**src/rtl/init_write_sequencer.sv**
```systemverilog
// ---------------------------------------------------------------------------
// init_write_sequencer
//
// Purpose:
//   Sits between the power-on init generator and the BTB, BHT and register
//   file write ports. The generator streams (addr, data) pairs per table, but
//   not necessarily starting at address 0. This block takes one clean,
//   in-order sweep (0 .. DEPTH-1) from each stream and writes it. It keeps the
//   pipeline stalled until all three tables are initialised, and then hands
//   the write ports over to the pipeline.
//
// Ports:
//   clk, rst_ni              clock, synchronous active-low reset
//   init_req_i               one-cycle pulse: redo the whole initialisation
//   gen_{btb,bht,reg}_*_i    generator init streams (addr + data per table)
//   cpu_{btb,bht,reg}_*_i    pipeline write ports (used only once DONE)
//   {btb,bht,reg}_*_o        registered table write ports
//   cpu_stall_o              high while any table is still uninitialised
//   init_done_o              high once all tables are initialised
//   seq_err_o                one-cycle pulse on an out-of-order generator addr
//
// Contents:
//   init_write_tracker       sweep tracker for one table
//   init_write_sequencer     top: three trackers plus the SWEEP/DONE FSM
// ---------------------------------------------------------------------------

// Tracks one table's sweep. It accepts generator addresses 0, 1, 2, ... in
// order. Any break in that order drops the partial sweep, and tracking resumes
// at the next address 0. Once DEPTH writes have been accepted the tracker goes
// quiet until it is cleared.
module init_write_tracker #(
    parameter  int DEPTH = 256,
    localparam int AW    = $clog2(DEPTH),
    localparam int CW    = $clog2(DEPTH + 1)
) (
    input  logic          clk,
    input  logic          rst_ni,
    input  logic          i_clear,   // restart the sweep from scratch
    input  logic [AW-1:0] i_addr,    // generator address this cycle
    output logic          o_we,      // accept this cycle's generator write
    output logic          o_err,     // out-of-order address seen mid-sweep
    output logic          o_done     // full sweep completed (sticky)
);

    logic          r_started;
    logic [CW-1:0] r_cnt;            // next expected address == writes so far
    logic          r_done;

    logic          w_started_nx;
    logic [CW-1:0] w_cnt_nx;
    logic          w_done_nx;
    logic          w_in_order;

    assign w_in_order = r_started && (CW'(i_addr) == r_cnt);
    assign o_done     = r_done;

    // NOTE: every signal driven here gets a default first, so no path through
    // the block leaves a value unassigned (which would infer a latch).
    always_comb begin
        w_started_nx = r_started;
        w_cnt_nx     = r_cnt;
        w_done_nx    = r_done;
        o_we         = 1'b0;
        o_err        = 1'b0;
        if (!r_done) begin
            if (w_in_order) begin
                o_we     = 1'b1;
                w_cnt_nx = r_cnt + CW'(1);
                if (w_cnt_nx == CW'(DEPTH)) begin
                    w_done_nx = 1'b1;
                end
            end else begin
                // Not started, or a break in the sequence. A break reports an
                // error. Either way an address 0 begins a fresh sweep at once.
                o_err = r_started;
                if (i_addr == '0) begin
                    o_we         = 1'b1;
                    w_started_nx = 1'b1;
                    w_cnt_nx     = CW'(1);
                    w_done_nx    = (DEPTH == 1);
                end else begin
                    w_started_nx = 1'b0;
                    w_cnt_nx     = '0;
                end
            end
        end
    end

    // NOTE: state registers use non-blocking assignments so every flop
    // samples the pre-edge values, independent of statement order.
    always_ff @(posedge clk) begin
        if (!rst_ni || i_clear) begin
            r_started <= 1'b0;
            r_cnt     <= '0;
            r_done    <= 1'b0;
        end else begin
            r_started <= w_started_nx;
            r_cnt     <= w_cnt_nx;
            r_done    <= w_done_nx;
        end
    end

endmodule

module init_write_sequencer #(
    parameter  int BTB_DEPTH = 256,
    parameter  int BHT_DEPTH = 256,
    parameter  int REG_DEPTH = 32,
    parameter  int BTB_W     = 40,
    parameter  int BHT_W     = 2,
    parameter  int REG_W     = 32,
    localparam int BTB_AW    = $clog2(BTB_DEPTH),
    localparam int BHT_AW    = $clog2(BHT_DEPTH),
    localparam int REG_AW    = $clog2(REG_DEPTH)
) (
    input  logic              clk,
    input  logic              rst_ni,
    input  logic              init_req_i,
    input  logic [BTB_W-1:0]  gen_btb_data_i,
    input  logic [BTB_AW-1:0] gen_btb_addr_i,
    input  logic [BHT_W-1:0]  gen_bht_data_i,
    input  logic [BHT_AW-1:0] gen_bht_addr_i,
    input  logic [REG_W-1:0]  gen_reg_data_i,
    input  logic [REG_AW-1:0] gen_reg_addr_i,
    input  logic              cpu_btb_we_i,
    input  logic [BTB_AW-1:0] cpu_btb_addr_i,
    input  logic [BTB_W-1:0]  cpu_btb_data_i,
    input  logic              cpu_bht_we_i,
    input  logic [BHT_AW-1:0] cpu_bht_addr_i,
    input  logic [BHT_W-1:0]  cpu_bht_data_i,
    input  logic              cpu_reg_we_i,
    input  logic [REG_AW-1:0] cpu_reg_addr_i,
    input  logic [REG_W-1:0]  cpu_reg_data_i,
    output logic              btb_we_o,
    output logic [BTB_AW-1:0] btb_addr_o,
    output logic [BTB_W-1:0]  btb_data_o,
    output logic              bht_we_o,
    output logic [BHT_AW-1:0] bht_addr_o,
    output logic [BHT_W-1:0]  bht_data_o,
    output logic              reg_we_o,
    output logic [REG_AW-1:0] reg_addr_o,
    output logic [REG_W-1:0]  reg_data_o,
    output logic              cpu_stall_o,
    output logic              init_done_o,
    output logic              seq_err_o
);

    typedef enum logic {
        ST_SWEEP = 1'b0,
        ST_DONE  = 1'b1
    } state_t;

    state_t r_state;

    logic w_btb_we, w_btb_err, w_btb_done;
    logic w_bht_we, w_bht_err, w_bht_done;
    logic w_reg_we, w_reg_err, w_reg_done;
    logic w_all_done;
    logic w_btb_take, w_bht_take, w_reg_take;

    init_write_tracker #(.DEPTH(BTB_DEPTH)) u_btb_trk (
        .clk(clk), .rst_ni(rst_ni), .i_clear(init_req_i), .i_addr(gen_btb_addr_i),
        .o_we(w_btb_we), .o_err(w_btb_err), .o_done(w_btb_done)
    );
    init_write_tracker #(.DEPTH(BHT_DEPTH)) u_bht_trk (
        .clk(clk), .rst_ni(rst_ni), .i_clear(init_req_i), .i_addr(gen_bht_addr_i),
        .o_we(w_bht_we), .o_err(w_bht_err), .o_done(w_bht_done)
    );
    init_write_tracker #(.DEPTH(REG_DEPTH)) u_reg_trk (
        .clk(clk), .rst_ni(rst_ni), .i_clear(init_req_i), .i_addr(gen_reg_addr_i),
        .o_we(w_reg_we), .o_err(w_reg_err), .o_done(w_reg_done)
    );

    assign w_all_done = w_btb_done && w_bht_done && w_reg_done;

    // A re-init request during a sweep discards this cycle's generator beat:
    // the trackers are being cleared on the same edge.
    assign w_btb_take = w_btb_we && !init_req_i;
    assign w_bht_take = w_bht_we && !init_req_i;
    assign w_reg_take = w_reg_we && !init_req_i;

    always_ff @(posedge clk) begin
        if (!rst_ni) begin
            r_state     <= ST_SWEEP;
            btb_we_o    <= 1'b0;
            btb_addr_o  <= '0;
            btb_data_o  <= '0;
            bht_we_o    <= 1'b0;
            bht_addr_o  <= '0;
            bht_data_o  <= '0;
            reg_we_o    <= 1'b0;
            reg_addr_o  <= '0;
            reg_data_o  <= '0;
            cpu_stall_o <= 1'b1;
            init_done_o <= 1'b0;
            seq_err_o   <= 1'b0;
        end else begin
            case (r_state)
                ST_SWEEP: begin
                    // Only tracker writes reach the tables. Pipeline writes are
                    // dropped. Idle cycles drive zero address and data.
                    btb_we_o    <= w_btb_take;
                    btb_addr_o  <= w_btb_take ? gen_btb_addr_i : '0;
                    btb_data_o  <= w_btb_take ? gen_btb_data_i : '0;
                    bht_we_o    <= w_bht_take;
                    bht_addr_o  <= w_bht_take ? gen_bht_addr_i : '0;
                    bht_data_o  <= w_bht_take ? gen_bht_data_i : '0;
                    reg_we_o    <= w_reg_take;
                    reg_addr_o  <= w_reg_take ? gen_reg_addr_i : '0;
                    reg_data_o  <= w_reg_take ? gen_reg_data_i : '0;
                    seq_err_o   <= !init_req_i && (w_btb_err || w_bht_err || w_reg_err);
                    cpu_stall_o <= 1'b1;
                    init_done_o <= 1'b0;
                    if (!init_req_i && w_all_done) begin
                        r_state     <= ST_DONE;
                        cpu_stall_o <= 1'b0;
                        init_done_o <= 1'b1;
                    end
                end
                ST_DONE: begin
                    // Pipeline owns the ports. x0 is never rewritten, so it
                    // keeps its init value.
                    btb_we_o    <= cpu_btb_we_i;
                    btb_addr_o  <= cpu_btb_addr_i;
                    btb_data_o  <= cpu_btb_data_i;
                    bht_we_o    <= cpu_bht_we_i;
                    bht_addr_o  <= cpu_bht_addr_i;
                    bht_data_o  <= cpu_bht_data_i;
                    reg_we_o    <= cpu_reg_we_i && (cpu_reg_addr_i != '0);
                    reg_addr_o  <= cpu_reg_addr_i;
                    reg_data_o  <= cpu_reg_data_i;
                    seq_err_o   <= 1'b0;
                    cpu_stall_o <= 1'b0;
                    init_done_o <= 1'b1;
                    if (init_req_i) begin
                        r_state     <= ST_SWEEP;
                        cpu_stall_o <= 1'b1;
                        init_done_o <= 1'b0;
                    end
                end
                default: begin
                    r_state <= ST_SWEEP;
                end
            endcase
        end
    end

endmodule

```
**config.mk**
```make
export PLATFORM = sky130hd
export DESIGN_NAME = init_write_sequencer
export DESIGN_NICKNAME = d
export VERILOG_FILES = /design/src/rtl/init_write_sequencer.sv
export SDC_FILE = /design/constraint.sdc
export NUM_CORES = 1
export LEC_CHECK = 0
export ABC_AREA = 1
export CORE_MARGIN = 3
export CORE_UTILIZATION = 40
export CTS_BUF_LIST = sky130_fd_sc_hd__clkbuf_16
export DETAILED_ROUTE_END_ITERATION = 8
export PLACE_DENSITY = 0.79
export SYNTH_ARGS = -nofsm -noshare
export SYNTH_HDL_FRONTEND = slang
export SYNTH_SLANG_ARGS = --single-unit
```
**constraint.sdc**
```tcl
create_clock -name clk -period 1.95 [get_ports clk]
set_input_delay 0.585 -clock clk [delete_from_list [all_inputs] [get_ports clk]]
set_output_delay 0.585 -clock clk [all_outputs]
set_load 0.02 [all_outputs]
```
# --- Yosys cells after proc, flatten, opt, wreduce, memory -nomap -nowiden ---
# Index checks and enable logic that the tools add are counted.
word_totals:
  elab_cells: 112
  reg_bits: 131
  in_bits: 196
classes:
  n_eq_ne: 6
  add_sub_neg: 3
  n_reduce_logical: 23
  bitwise: 7
  n_mux: 52
op_table:
  columns: ["operator", "n"]
  rows:
  - ["$pmux 40 s2", 1]
  - ["$pmux 32 s2", 1]
  - ["$mux 40", 1]
  - ["$mux 32", 1]
  - ["$pmux 8 s2", 2]
  - ["$mux 1", 31]
  - ["$add 9x1->9 const B", 2]
  - ["$eq 8x9->1", 2]
  - ["$eq 9x9->1 const B", 2]
  - ["$mux 9", 2]
  - ["$logic_not 8->1", 2]
  - ["$mux 8", 2]
  - ["$pmux 1 s2", 6]
  - ["$logic_and 1x1->1", 11]
  - ["$pmux 5 s2", 1]
  - ["$not 1->1", 7]
  - ["$add 6x1->6 const B", 1]
  - ["$eq 5x6->1", 1]
  - ["$eq 6x6->1 const B", 1]
  - ["$mux 6", 1]
  - ["$reduce_and 2->1", 3]
  - ["$logic_not 5->1", 1]
  - ["$mux 5", 1]
  - ["$reduce_bool 5->1", 1]
  - ["4 further kinds", 7]

# --- Depth between registers and ports, before layout ---
# Gate-level depths: netlist (run 1).
depth:
  ltp_word: 8
  depth_mapped: 11

# --- Hierarchy ---
# Synthesis (run 1) repeated with hierarchy kept, for this count alone.
hier_totals:
  cells_unflattened: 815
  hier_area_um2: 5775.5
modules_own_cells:
  columns: ["module", "n_inst", "area_each_um2", "cells_per_inst"]
  rows:
  - ["init_write_sequencer", 1, 3498.4, 445]
  - ["init_write_tracker at u_bht_trk ...", 2, 804.5, 130]
  - ["init_write_tracker at u_reg_trk", 1, 668.1, 110]

# --- Worst setup path before layout (run 1) ---
# No wires, ideal clock.
synth_path:
  kind: "input to register"
  startpoint: "in init_req_i"
  endpoint: "reg reg_data_o[18]"
  setup_time_ns: 0.074
  stages: 4
  t_arrival_ns: 1.549
  setup_slack_ns: 0.327
  n_path_buf: 1
  cell_sequence: "nor2_1 buf_1 nand3_1 a21oi_1"
synth_via:
  elab_chain_len: 4
synth_lines:
  columns: ["item", "line", "source"]
  rows:
  - ["start: declaration", "118", "input logic init_req_i,"]
  - ["$logic_not 1->1", "180", "assign w_reg_take = w_reg_we && !init_req_i;"]
  - ["$logic_and 1x1->1", "180", null]
  - ["$mux 32", "210", "reg_data_o <= w_reg_take ? gen_reg_data_i : '0;"]
  - ["$pmux 32 s2", "198", "case (r_state)"]
  - ["end signal: assignment", "210", null]
  - ["end signal: assignment", "231", "reg_data_o <= cpu_reg_data_i;"]
  - ["end: declaration", "142", "output logic [REG_W-1:0] reg_data_o,"]
# Every way passes these cells.
# A chain may end at the register's enable or synchronous reset.

# --- Worst setup path in the final report (run 1) ---
layout_path:
  startpoint: "reg btb_data_o[30]"
  endpoint: "out btb_data_o[30]"
layout_rtl:
  columns: ["item", "line", "source"]
  rows:
  - ["start: declaration", "136", "output logic [BTB_W-1:0] btb_data_o,"]
  - ["start signal: assignment", "204", "btb_data_o <= w_btb_take ? gen_btb_data_i : '0;"]
  - ["start signal: assignment", "225", "btb_data_o <= cpu_btb_data_i;"]
# No word-level cell between the ends.

==> out/metrics.json, run 1 <==
{
  "synthesis": {
    "synth.net_count": 972,
    "synth_edf_count": 0,
    "synth-compound-area-share_pct": 12.1,
    "post_synth_most_frequent_cells": "nand2_1, dfxtp_1, a21oi_1",
    "synth_xor_area_share_pct": 2.56,
    "syn-cell-area_sq_um": 5830,
    "post_synth_inst_count": 770,
    "synth.ff_latch_count": 131,
    "main_flop_type_after_synthesis": "dfxtp_1",
    "yosys.cell_count.top_type": "nand2_1",
    "synthTopCellsByArea": "dfxtp_1, nand2_1, a21oi_1",
    "post_synth.cell_area_avg_sq_um": 7.57,
    "ys_types": 31,
    "synth-adder-area-share_pct": 1.29,
    "synth_largest_area_cell": "dfxtp_1",
    "muxShareOfSynthArea_pct": 0,
    "synth-async-reset-ratio_pct": 0,
    "netlist.area_leader.share_pct": 45.0,
    "ys_seq_area_share_pct": 45.0,
    "largest_family_of_logic_cells_by_synthesized_area": "simple AND/OR/NAND/NOR gates",
    "yosys_warnings": 0,
    "area_share_of_and_or_nand_nor_cells_after_synthesis_pct": 30.6
  },
  "sta": {
    "max_freq_mhz": 521,
    "worstMarginPinSlew_ps": 450,
    "report.final.slew_viol_count": 0,
    "fin_skew_ps": 9.41,
    "timing.final.hold_violations": 0,
    "final_period_minus_worst_setup_slack_ps": 1920,
    "finalSetupTns_ps": 0,
    "post-route-worst-setup-slack_ps": 30.4,
    "maxSlewHeadroom_pct": 69.7,
    "timing.final.crit_share_pct": 98.4,
    "report.final.setup_viol": 0
  },
  "flow_run": {
    "drv.max_cap_violation_count": 0
  },
  "worst_setup_path": {
    "timing.critical_path.to_type": "output port",
    "crit_required_ps": 1360,
    "maximum_fanout_count_along_the_critical_path": 1,
    "buf_inv_stages_crit_path": 1,
    "worstPathCellList": "clkdlybuf4s50_1",
    "path_delay_family": "buffers and inverters",
    "r2r_slack_ps": 220,
    "crit_arrival_ps": 1330,
    "cp_slowest_stage_delay_ps": 600,
    "ff2ff_path_depth": 7,
    "critical_path_class": "flip-flop to output port",
    "worst_r2r_endpoint": "reg_data_o[0]",
    "worst_r2r_startpoint": "u_reg_trk.r_cnt[0]",
    "setup.worst_path.start_class": "flip-flop",
    "slowest_cell_on_the_critical_path": "clkdlybuf4s50_1"
  },
  "layout": {
    "final_layout_size_suffix_gt1_share_pct": 13.5,
    "finalNonFillerCells": 1294,
    "antennaDiodeCount": 0,
    "nFillCells": 1117,
    "area_occupied_by_multi_input_gates_sq_um": 2790,
    "layout-area-overhead-vs-synth_pct": 72.5,
    "design.final.nets": 1306,
    "postLayoutCellArea_sq_um": 10000,
    "ff_latch_area_sq_um": 2630
  },
  "clocking": {
    "postCtsHoldBufs": 0,
    "cts_max_path_buffers": 2,
    "h_tree_level_count": 4,
    "worst_setup_hold_path_clk_slew_ps": 50,
    "clock_tree.root_cell": "clkbuf_16",
    "worstSkewPairLatency_ps": 430,
    "number_of_sinks_on_the_clock_net": 131,
    "cts_tree": "done",
    "numCtsBuffers": 17
  },
  "hold_path": {
    "worst_hold_path_type": "flip-flop to flip-flop",
    "holdCritStartpoint": "u_btb_trk.r_cnt[8]",
    "worst_hold_path.endpoint": "u_btb_trk.r_cnt[8]",
    "min_path_cells": 2
  },
  "floorplan": {
    "core_sq_um": 14000,
    "die_w_um": 127,
    "design.die.area_sq_um": 16100,
    "top_level_ports": 297,
    "chipHeight_um": 127,
    "rows": 43,
    "starting_density_of_the_core_pct": 41.5
  },
  "placed_design": {
    "gp_routability_congestion": 0.925,
    "dp_slack_ps": -347,
    "port_buffers": 296,
    "dp.final_hpwl_um": 16500,
    "place_inst": 1258,
    "post_dp_cell_area_sq_um": 9340
  },
  "route": {
    "route.final.wire_length_um": 23200,
    "antenna_violation_net_count_after_detailed_routing": 0,
    "drt-wirelength-per-cell_um": 18.0,
    "initialDrtViolationCount": 593,
    "first_pass_iters": 5,
    "vias": 6591,
    "drc": 0,
    "detail_route.vias_per_cell": 5.09
  },
  "run_status": {
    "status": "complete, no violations"
  },
  "pwr": {
    "finalPower_mw": 6.07,
    "peakVddDrop_v": 0.000619,
    "leakagePower_nw": 4.34,
    "power.density_nw_per_um2": 604
  },
  "global_route": {
    "global_route_wire_length_before_repair_um": 34100,
    "grt_start_max_net_pins": 102,
    "vias_in_the_first_global_route": 6262,
    "grt_antenna_before_repair": 0,
    "global_route.usage.total_pct": 27.2,
    "grt.overflow.total": 0
  }
}
worst max path at each step:
stage | start | end | slack, ps | cells past startpoint
global route | gen_bht_addr_i[2] | u_bht_trk.r_cnt[0] | -4 | 10
finish | btb_data_o[30] | btb_data_o[30] | 30 | 1
detailed placement | gen_btb_addr_i[3] | u_btb_trk.r_cnt[5] | -350 | 12
global placement | gen_reg_addr_i[4] | reg_data_o[13] | -340 | 10
CTS | btb_data_o[11] | btb_data_o[11] | 3 | 1
floorplan | init_req_i | reg_data_o[18] | 330 | 4
per-stage QoR:
step,hold WS (ps),utilization [%]
final,464,71.6
after CTS,468,69.4
after floorplan,445,-
after global routing,486,71.6
after detailed placement,460,66.5
after global placement,461,66.5
cells in the final DEF (no fill, tap or decap), types with 2 or more instances in the layout:
cell type / instances
inv_1: 48
nor2_4: 2
nand2_1: 191
a21oi_2: 14
nor3_1: 4
clkbuf_16: 23
dfxtp_1: 130
inv_2: 8
or2_2: 2
nor3_2: 4
nor2_1: 41
o21ai_0: 8
buf_4: 44
clkinvlp_4: 2
dlymetal6s2s_1: 28
nand3_1: 99
clkinv_1: 5
ha_1: 6
xor2_1: 16
clkinv_2: 4
dlygate4sd2_1: 62
a21oi_1: 107
buf_6: 2
clkdlybuf4s50_1: 206
buf_12: 13
nor4_1: 3
nand3_2: 26
nand4_1: 4
a31oi_1: 3
cells by family (layout without fill, tap and decap cells):
kind of cell	Yosys count	count (layout)
xor gates and xnor gates	17	17
AOI/OAI and AO/OA	133	133
DFF	131	131
and+or+nand+nor	382	382
adders and majority gates	6	6
buffers and inverters	101	445
what timing repair did:
action	in CTS	in global routing
gates cloned	0	6
pin swaps	0	8
gates resized for setup	62	45
endpoints found under the setup margin	62	89
buffers inserted	0	1
per-layer routing:
metal  routed length [um]  part of all wire [%]  vias to the layer above  global-route usage (%)
met2                11900                    51                      242                    47.6
met5                    0                     0                        -                       0
met1                 9250                    40                     3093                    31.8
li1                     -                     -                     3210                       -
met4                  703                   3.0                        0                    11.3
met3                 1430                   6.1                       46                    6.40
flip-flops by register name, summed over array words and instances, names as in the netlist, 2 cells and up:
name / flops
bht_addr_o: 8
reg_data_o: 32
bht_data_o: 2
btb_data_o: 40
u_btb_trk.r_cnt: 9
u_bht_trk.r_cnt: 9
reg_addr_o: 5
u_reg_trk.r_cnt: 6
btb_addr_o: 8
tightest hold or removal path, cell delays in order, from the launching register on:
cell     delay (ps)
dfxtp_1         300
nand2_1          60
a21oi_1          60
cell type report:
cell class	instances	area share [%]
clock buffer	17	4.23
clock inverter	12	0.560
inverter	55	2.07
multi-input combinational	538	27.8
sequential	131	26.1
tap	180	2.24
timing repair buffer	361	37.0
power breakdown:
part | leakage (nW) | internal, mW | switching [mW] | total (mW)
registers | 1.06 | 2.68 | 0.00125 | 2.68
logic | 3.04 | 0.446 | 0.240 | 0.687
clock network | 0.248 | 1.55 | 1.15 | 2.71
(Power assumes the default switching activity.)
==> run 2: changes to the inputs <==
Settings changed: RECOVER_POWER set to 50, SKIP_LAST_GASP set to 1.
==> out/metrics.json, run 2 (synthesis results as in run 1) <==
{
  "clocking": {
    "cts_max_path_buffers": 2,
    "worstSkewPairLatency_ps": 430,
    "h_tree_level_count": 4,
    "postCtsHoldBufs": 0,
    "number_of_sinks_on_the_clock_net": 131,
    "worst_setup_hold_path_clk_slew_ps": 60,
    "numCtsBuffers": 17,
    "cts_tree": "done",
    "clock_tree.root_cell": "clkbuf_16"
  },
  "worst_setup_path": {
    "maximum_fanout_count_along_the_critical_path": 1,
    "setup.worst_path.start_class": "flip-flop",
    "crit_required_ps": 1360,
    "slowest_cell_on_the_critical_path": "clkdlybuf4s50_1",
    "worst_r2r_endpoint": "reg_data_o[19]",
    "ff2ff_path_depth": 7,
    "worstPathCellList": "clkdlybuf4s50_1",
    "startpoint": "btb_data_o[0]",
    "worst_r2r_startpoint": "u_reg_trk.r_cnt[0]",
    "critical_path_class": "flip-flop to output port",
    "path_delay_family": "buffers and inverters",
    "r2r_slack_ps": 120,
    "cp_slowest_stage_delay_ps": 600,
    "crit_arrival_ps": 1330,
    "buf_inv_stages_crit_path": 1,
    "timing.critical_path.to_type": "output port"
  },
  "sta": {
    "maxSlewHeadroom_pct": 69.3,
    "report.final.setup_viol": 0,
    "worstMarginPinSlew_ps": 456,
    "max_freq_mhz": 521,
    "report.final.slew_viol_count": 0,
    "finalSetupTns_ps": 0,
    "timing.final.crit_share_pct": 98.4,
    "post-route-worst-setup-slack_ps": 31.5,
    "final_period_minus_worst_setup_slack_ps": 1920,
    "timing.final.hold_violations": 0,
    "fin_skew_ps": 7.48,
    "whs_ps": 464
  },
  "pwr": {
    "power.net_switching_mw": 1.39,
    "swShare_pct": 22.9,
    "combinationalPowerShare_pct": 11.2,
    "p_clk_share_pct": 44.6,
    "leakagePower_nw": 3.99,
    "internal_power_mw": 4.68,
    "p_seq_share_pct": 44.2,
    "power.density_nw_per_um2": 614,
    "peakVddDrop_v": 0.000619
  },
  "layout": {
    "postLayoutCellArea_sq_um": 9870,
    "largest_reg_flops": 40,
    "design.final.nets": 1306,
    "most-common-layout-cells": "clkdlybuf4s50_1, nand2_1, dfxtp_1",
    "top_regs": "btb_data_o x40, reg_data_o x32",
    "ff_latch_area_sq_um": 2630,
    "finalNonFillerCells": 1295,
    "layout-area-overhead-vs-synth_pct": 69.5,
    "layout_commonest_cell": "clkdlybuf4s50_1",
    "nFillCells": 1150,
    "largest-register": "btb_data_o",
    "final_layout_size_suffix_gt1_share_pct": 12.8,
    "area_occupied_by_multi_input_gates_sq_um": 2770
  },
  "global_route": {
    "vias_in_the_first_global_route": 6262,
    "grt.overflow.total": 0,
    "global_route_wire_length_before_repair_um": 34100,
    "grt_antenna_before_repair": 1,
    "grt_start_max_net_pins": 102,
    "global_route.usage.total_pct": 27.2
  },
  "route": {
    "drc": 0,
    "vias": 6578,
    "drt-wirelength-per-cell_um": 17.9,
    "first_pass_iters": 5,
    "route.final.wire_length_um": 23200,
    "antenna_violation_net_count_after_detailed_routing": 0,
    "initialDrtViolationCount": 620,
    "detail_route.vias_per_cell": 5.08
  },
  "floorplan": {
    "top_level_ports": 297,
    "die_w_um": 127,
    "starting_density_of_the_core_pct": 41.5,
    "design.die.area_sq_um": 16100,
    "chipHeight_um": 127,
    "core_sq_um": 14000,
    "rows": 43
  },
  "placed_design": {
    "place_inst": 1258,
    "gp_routability_congestion": 0.925,
    "dp_slack_ps": -347,
    "dp.final_hpwl_um": 16500,
    "post_dp_cell_area_sq_um": 9340,
    "port_buffers": 296
  },
  "run_status": {
    "status": "complete, no violations"
  },
  "hold_path": {
    "worst_hold_path.endpoint": "u_btb_trk.r_cnt[8]",
    "worst_hold_path_type": "flip-flop to flip-flop",
    "holdCritStartpoint": "u_btb_trk.r_cnt[8]",
    "min_path_cells": 2
  },
  "flow_run": {
    "drv.max_cap_violation_count": 0
  }
}
-- run 2: cell types whose count changed in the layout (fill, tap and decap cells not counted), sizes merged --
cell,before,now
clkbuf,23,46
dlymetal6s2s,28,12
buf,59,52
clkdlybuf4s50,206,205
diode,0,1
dlygate4sd3,0,1
-- run 2: area by class of cell --
type	instances	area share, %
tap	180	2.28
inverter	55	2.10
antenna	1	0.0253
clock inverter	12	0.570
timing repair buffer	361	36.1
clock buffer	17	4.31
multi-input combinational	538	28.0
sequential	131	26.6
-- run 2: worst max path at each step --
stage	endpoint	slack, ps	cells past startpoint
2_1_floorplan	reg_data_o[18]	330	4
3_5_place_dp	u_btb_trk.r_cnt[5]	-350	12
5_1_grt	reg_addr_o[3]	-0.1	1
6_report	btb_data_o[0]	30	1
4_1_cts	btb_data_o[11]	3	1
3_3_place_gp	reg_data_o[13]	-340	10
-- run 2: per-stage QoR --
stage / total power, mW / utilization [%]
floorplan: 2.87 / -
global placement: 3.40 / 66.5
detailed placement: 3.40 / 66.5
CTS: 6.10 / 69.4
global route: 6.25 / 70.3
finish: 6.06 / 70.3
-- run 2: timing repair --
action                                  in CTS  in global routing
pin swaps                                    0                  8
gates cloned                                 0                  6
setup buffers                                0                  1
endpoints found under the setup margin      62                 89
gates resized for setup                     62                 45
-- run 2: routing by layer --
metal,track usage [%],vias up,part of all wire [%]
met3,6.40,46,5.9
met4,11.3,0,3.0
met2,47.6,241,51
li1,-,3209,-
met1,31.8,3082,40
met5,0,-,0
-- run 2: power by group through the flow --
stage	combinational [mW]	clock (mW)	sequential, mW
global placement	0.661	0	2.74
detailed placement	0.665	0	2.74
finish	0.680	2.70	2.68
CTS	0.670	2.75	2.68
floorplan	0.124	0	2.74
global route	0.723	2.84	2.68
==> RTL edit 1: new RTL, config.mk and constraints of run 1 <==
`BTB_DEPTH`: 256 -> 128.
--- a/src/rtl/init_write_sequencer.sv
+++ b/src/rtl/init_write_sequencer.sv
@@ -103,7 +103,7 @@
 endmodule
 
 module init_write_sequencer #(
-    parameter  int BTB_DEPTH = 256,
+    parameter  int BTB_DEPTH = 128,
     parameter  int BHT_DEPTH = 256,
     parameter  int REG_DEPTH = 32,
     parameter  int BTB_W     = 40,
Interface: changed (resized btb_addr_o, cpu_btb_addr_i and gen_btb_addr_i); port bits go from 297 to 294. No check against the original RTL was run, so the function may have changed too.
==> RTL edit 1 against run 1 <==
Setup slack worse by 0.034 ns; via count is 3.9% lower; power grew 6.6%; synthesized area shrank 1.8%; global-route usage down 1.9 points; cell count is 2.8% lower; register-to-register slack gained 0.04 ns; wire length fell by 11%; sequential cell count fell by 2; largest cell class unchanged; critical endpoint is now reg_data_o[25]; first-iteration DRC count decreased by 35%; the flow now finishes with violations (negative setup slack); cell area down 2.1%.
==> RTL edit 1: results (changes against run 1) <==
status:
  run_status: "complete, but fails checks"  # was complete, no violations
  violations: "negative setup slack"
finish:
  fill_cells: 1110  # was 1117
  reg.largest.list: "btb_data_o: 40 flops, reg_data_o: 32 flops, u_bht_trk.r_cnt: 9 flops"  # was btb_data_o: 40 flops, reg_data_o: 32 flops
  drive_gt1_share_pct: 13.73  # was 13.46%
  nonClockBufferCount: 343  # was 361
  clock_area_share_pct: 6.027  # was 4.794%
  non_clock_inverter_count: 53  # was 55
  buf_share_pct: 35.74  # was 37.01%
  multi_input_area_share_pct: 27.63  # was 27.75%
  clkbuf_count: 18  # was 17
  seq_share_pct: 26.28  # was 26.14%
  nNetsFinal: 1266  # was 1306
  nMultiInputCombCells: 522  # was 538
pwr:
  pwr-share-clk_pct: 49.2  # was 44.5%
  p_leak_uw: 0.004166  # was 0.004340 uW
cts:
  cts_resized: 25  # was 62
  clkSinkCount: 129  # was 131
worst_setup_path:
  cp.arrival_ns: 1.37  # was 1.33 ns
  startpoint: "reg_data_o[25]$_SDFF_PN0_"  # was btb_data_o[30]$_SDFF_PN0_
  r2r_end: "u_bht_trk.r_cnt[2]$_SDFFE_PP0N_"  # was reg_data_o[0]$_SDFF_PN0_
  max_stage_delay_ns: 0.63  # was 0.60 ns
  reg2reg_from: "u_bht_trk.r_cnt[7]$_SDFFE_PP0N_"  # was u_reg_trk.r_cnt[0]$_SDFFE_PP0N_
  rr_worst_depth: 8  # was 7
sta:
  setup_viol: 1  # was 0
  finClkSkew_ns: 0.007925  # was 0.009408 ns
  fin_ws_ns: -0.003489  # was 0.03042 ns
hold_path:
  hold_start: "u_reg_trk.r_cnt[5]$_SDFFE_PP0N_"  # was u_btb_trk.r_cnt[8]$_SDFFE_PP0N_
placement:
  dp_slack_ns: -0.3746  # was -0.3469 ns
  hpwl_microns: 15010  # was 16530 microns
  portBuffers: 293  # was 296
  gp_congestion: 0.9462  # was 0.9254
route:
  drt_iter0_markers: 383  # was 593
  wl_microns: 20600  # was 23230 microns
  via_count: 6336  # was 6591
global_route:
  grt_max_degree: 69  # was 102
  grt_pass1_wl_microns: 31790  # was 34070 microns
synthesis:
  synth_top_cells_by_count: "nand2_1, dfxtp_1, a21oi_1"  # unchanged
  postSynthCellCount: 750  # was 770
  synthTopCellsByArea: "dfxtp_1, nand2_1, a21oi_1, nand3_1, nand3_2"  # unchanged
[RTL edit 1: through the flow]
step,total power [uW],instance area [sq um],hold slack [ns],TNS [ns]
after global routing,6714,9841,0.5070,-0.04739
after detailed placement,3337,9138,0.4723,-30.59
after global placement,3332,9138,0.4658,-26.43
after floorplan,2826,5722,0.4550,0
after CTS,6528,9699,0.4851,0
final,6473,9841,0.4807,-0.003489
[RTL edit 1: cell families (layout without fill, tap and decap cells)]
kind of cell,Yosys count,in the layout,share of synthesized area [%]
xor gates and xnor gates,16,16,2.449
and+or+nand+nor,370,370,30.31
DFF,129,129,45.13
AOI/OAI and AO/OA,130,130,12.90
adders and majority gates,6,6,1.312
buffers and inverters,99,427,7.894
[RTL edit 1: power by group through the flow]
stage / Combinational, uW / Clock [uW] / Sequential [uW]
2_1_floorplan: 122 / 0 / 2700
3_3_place_gp: 634 / 0 / 2700
3_5_place_dp: 639 / 0 / 2700
4_1_cts: 645 / 3240 / 2640
5_1_grt: 690 / 3380 / 2640
6_report: 648 / 3180 / 2640
[RTL edit 1: worst max-delay path by stage]
stage | to | cells after the start | slack [ns]
after floorplan | reg_data_o[19]$_SDFF_PN0_ | 10 | 0.35
after global placement | btb_addr_o[3]$_SDFF_PN0_ | 7 | -0.32
after detailed placement | btb_data_o[25]$_SDFF_PN0_ | 7 | -0.37
after CTS | btb_addr_o[5] | 1 | 0.0004
after global routing | reg_data_o[25] | 1 | -0.03
final | reg_data_o[25] | 1 | -0.003
[RTL edit 1: metal layers]
metal	vias up	wire, microns	track usage [%]
met1	2946	8168	30.19
met2	264	10630	44.84
met5	-	0	0
li1	3099	-	-
met4	0	376	7.589
met3	27	1424	5.852
==> RTL edit 2: new RTL, config.mk and constraints of run 1 <==
Made on the original files. Register the output `seq_err_o` once more, cleared by the reset; this adds one clock of latency there. The other outputs are not delayed to match. Comments in the files are not updated.
--- a/src/rtl/init_write_sequencer.sv
+++ b/src/rtl/init_write_sequencer.sv
@@ -150,6 +150,8 @@
         ST_DONE  = 1'b1
     } state_t;
 
+    logic seq_err_s0;
+
     state_t r_state;
 
     logic w_btb_we, w_btb_err, w_btb_done;
@@ -193,7 +195,7 @@
             reg_data_o  <= '0;
             cpu_stall_o <= 1'b1;
             init_done_o <= 1'b0;
-            seq_err_o   <= 1'b0;
+            seq_err_s0  <= 1'b0;
         end else begin
             case (r_state)
                 ST_SWEEP: begin
@@ -208,7 +210,7 @@
                     reg_we_o    <= w_reg_take;
                     reg_addr_o  <= w_reg_take ? gen_reg_addr_i : '0;
                     reg_data_o  <= w_reg_take ? gen_reg_data_i : '0;
-                    seq_err_o   <= !init_req_i && (w_btb_err || w_bht_err || w_reg_err);
+                    seq_err_s0  <= !init_req_i && (w_btb_err || w_bht_err || w_reg_err);
                     cpu_stall_o <= 1'b1;
                     init_done_o <= 1'b0;
                     if (!init_req_i && w_all_done) begin
@@ -229,7 +231,7 @@
                     reg_we_o    <= cpu_reg_we_i && (cpu_reg_addr_i != '0);
                     reg_addr_o  <= cpu_reg_addr_i;
                     reg_data_o  <= cpu_reg_data_i;
-                    seq_err_o   <= 1'b0;
+                    seq_err_s0  <= 1'b0;
                     cpu_stall_o <= 1'b0;
                     init_done_o <= 1'b1;
                     if (init_req_i) begin
@@ -245,5 +247,13 @@
         end
     end
 
+    always_ff @(posedge clk) begin
+        if (!rst_ni) begin
+            seq_err_o <= '0;
+        end else begin
+            seq_err_o <= seq_err_s0;
+        end
+    end
+
 endmodule
 
Check against the original RTL: not equivalent (a bounded check fails within 4 cycles, from zero or initial values and one cycle with rst_ni low).
==> RTL edit 2 against run 1 <==
Register-to-register slack worse by 0.05 ns; sequential cell count is 1 higher; the flow now finishes with violations (negative setup slack); sequential share of layout area is 0.089 points lower; largest power group unchanged; cell area up 1.1%; clock power increased by 26%; synthesized area shrank 1.2%; clock skew down 0.0021 ns; combinational power down 2%; wire length fell by 4.6%; cell count decreased by 0.23%; setup slack got worse by 0.044 ns; power up 12%.
==> RTL edit 2: results (changes against run 1) <==
sta:
  finClkSkew_ns: 0.007282  # was 0.009408 ns
  slew_headroom_pct: 66.34  # was 69.68%
  setup_viol: 1  # was 0
  fin_ws_ns: -0.01372  # was 0.03042 ns
  tns_ns: -0.01372  # was 0 ns
synthesis:
  synthesis.nets: 967  # was 972
  synthTopCellsByArea: "dfxtp_1, nand2_1, a21oi_1, nand3_1, nand3_2"  # unchanged
  yosysWarnings: 0  # unchanged
  synth_seq_area_share_pct: 45.92  # was 45.01%
  synth_area_per_cell_sq_um: 7.522  # was 7.567 sq um
  synth_top_cells_by_count: "nand2_1, dfxtp_1, a21oi_1"  # unchanged
  async_flop_share_pct: 0  # unchanged
  synth.distinct_cells: 30  # was 31
hold_path:
  hold_class: "flop to flop"  # unchanged
route:
  wl_microns: 22170  # was 23230 microns
  wl_met2_microns: 10720  # was 11860 microns
  top_layer_used: "met4"  # unchanged
  drt_iter0_markers: 408  # was 593
  wl_met1_microns: 8852  # was 9247 microns
  wl_per_cell_microns: 17.18  # was 17.95 microns
  wl_met3_microns: 1817  # was 1425 microns
  drtPass1Iterations: 6  # was 5
  antenna_left: 0  # unchanged
  via_count: 6504  # was 6591
worst_setup_path:
  cp_top_family: "simple AND/OR/NAND/NOR gates"  # was buffers and inverters
  cp.arrival_ns: 2.32  # was 1.33 ns
  slowest_stage: "clkdlybuf4s50_1"  # unchanged
  critPathMaxFanout: 4  # was 1
  max_stage_delay_ns: 0.48  # was 0.60 ns
cts:
  cts_resized: 38  # was 62
  numCtsBuffers: 17  # unchanged
  clk_pin_slew_ns: 0.06
  post-cts-setup-buffer-count: 0  # unchanged
  clockBufferDepth: 2  # unchanged
  worstSkewPairLatency_ns: 0.43  # about the same
  cts_root_buffer: "clkbuf_16"  # unchanged
  htreeDepth: 4  # unchanged
placement:
  dp_slack_ns: -0.3648  # was -0.3469 ns
  portBuffers: 296  # unchanged
  dpl-instance-area_sq_um: 9256  # was 9343 sq um
  hpwl_microns: 15460  # was 16530 microns
  gp_congestion: 0.8918  # was 0.9254
global_route:
  grt_max_degree: 102  # unchanged
  grt_use_total_pct: 25.91  # was 27.15%
  grt_pass1_wl_microns: 32520  # was 34070 microns
  antenna_found_initial: 0  # unchanged
  grt_pass1_vias: 6104  # was 6262
finish:
  diodes: 0  # unchanged
  reg.largest.list: "btb_data_o: 40 flops, reg_data_o: 32 flops"  # unchanged
  drive_gt1_share_pct: 13.41  # was 13.46%
  nNetsFinal: 1300  # was 1306
pwr:
  p_leak_uw: 0.004530  # was 0.004340 uW
  peakVddDrop_mv: 0.5439  # was 0.6194 mV
status:
  violations: "negative setup slack"
  run_status: "complete, but fails checks"  # was complete, no violations
==> RTL edit 2: final timing paths <==
kind,start,to,slack [ns],cells after the start
hold / removal,seq_err_s0$_SDFF_PP0_,seq_err_o$_SDFF_PN0_,0.43,2
hold reg to reg,seq_err_s0$_SDFF_PP0_,seq_err_o$_SDFF_PN0_,0.43,2
setup / recovery,gen_btb_addr_i[2],u_btb_trk.r_cnt[2]$_SDFFE_PP0N_,-0.01,7
setup reg to reg,u_btb_trk.r_cnt[1]$_SDFFE_PP0N_,u_btb_trk.r_cnt[2]$_SDFFE_PP0N_,0.17,10
==> RTL edit 2: area by class of cell <==
type / instances / area [sq um]
fillers: 1041 / 3829
repair buffers: 360 / 3712
clock buffers: 17 / 425.4
well taps: 180 / 225.2
multi-input cells: 538 / 2769
flip-flops and latches: 132 / 2646
clock inverters: 15 / 196.4
inverters: 49 / 185.2
==> RTL edit 2: power breakdown <==
group          leakage (uW)  internal [uW]  switching (uW)  total, uW
clock network      0.000307           2230            1190       3420
registers           0.00106           2700            1.40       2700
logic               0.00316            441             232        673
==> RTL edit 2: logic make-up after synthesis <==
kind of cell	share of synthesized area, %
and+or+nand+nor	30.12
AOI/OAI and AO/OA	11.89
DFF	45.92
buffers and inverters	7.871
xor gates and xnor gates	2.892
adders and majority gates	1.305
==> RTL edit 2: worst register-to-register path: cells and delay by family (launching register included) <==
family                 cells  cell delay (ns)
buffers and inverters      2             0.24
AO/OA/AOI/OAI              1             0.13
flip-flops                 1             0.46
AND/OR/NAND/NOR            7             0.89
==> RTL edit 2: metal layers <==
| metal | vias up | GRT usage, % |
|---|---|---|
| met4 | 0 | 12.24 |
| met2 | 281 | 43.10 |
| met3 | 52 | 7.209 |
| met1 | 2984 | 30.99 |
| li1 | 3187 | - |
| met5 | - | 0 |
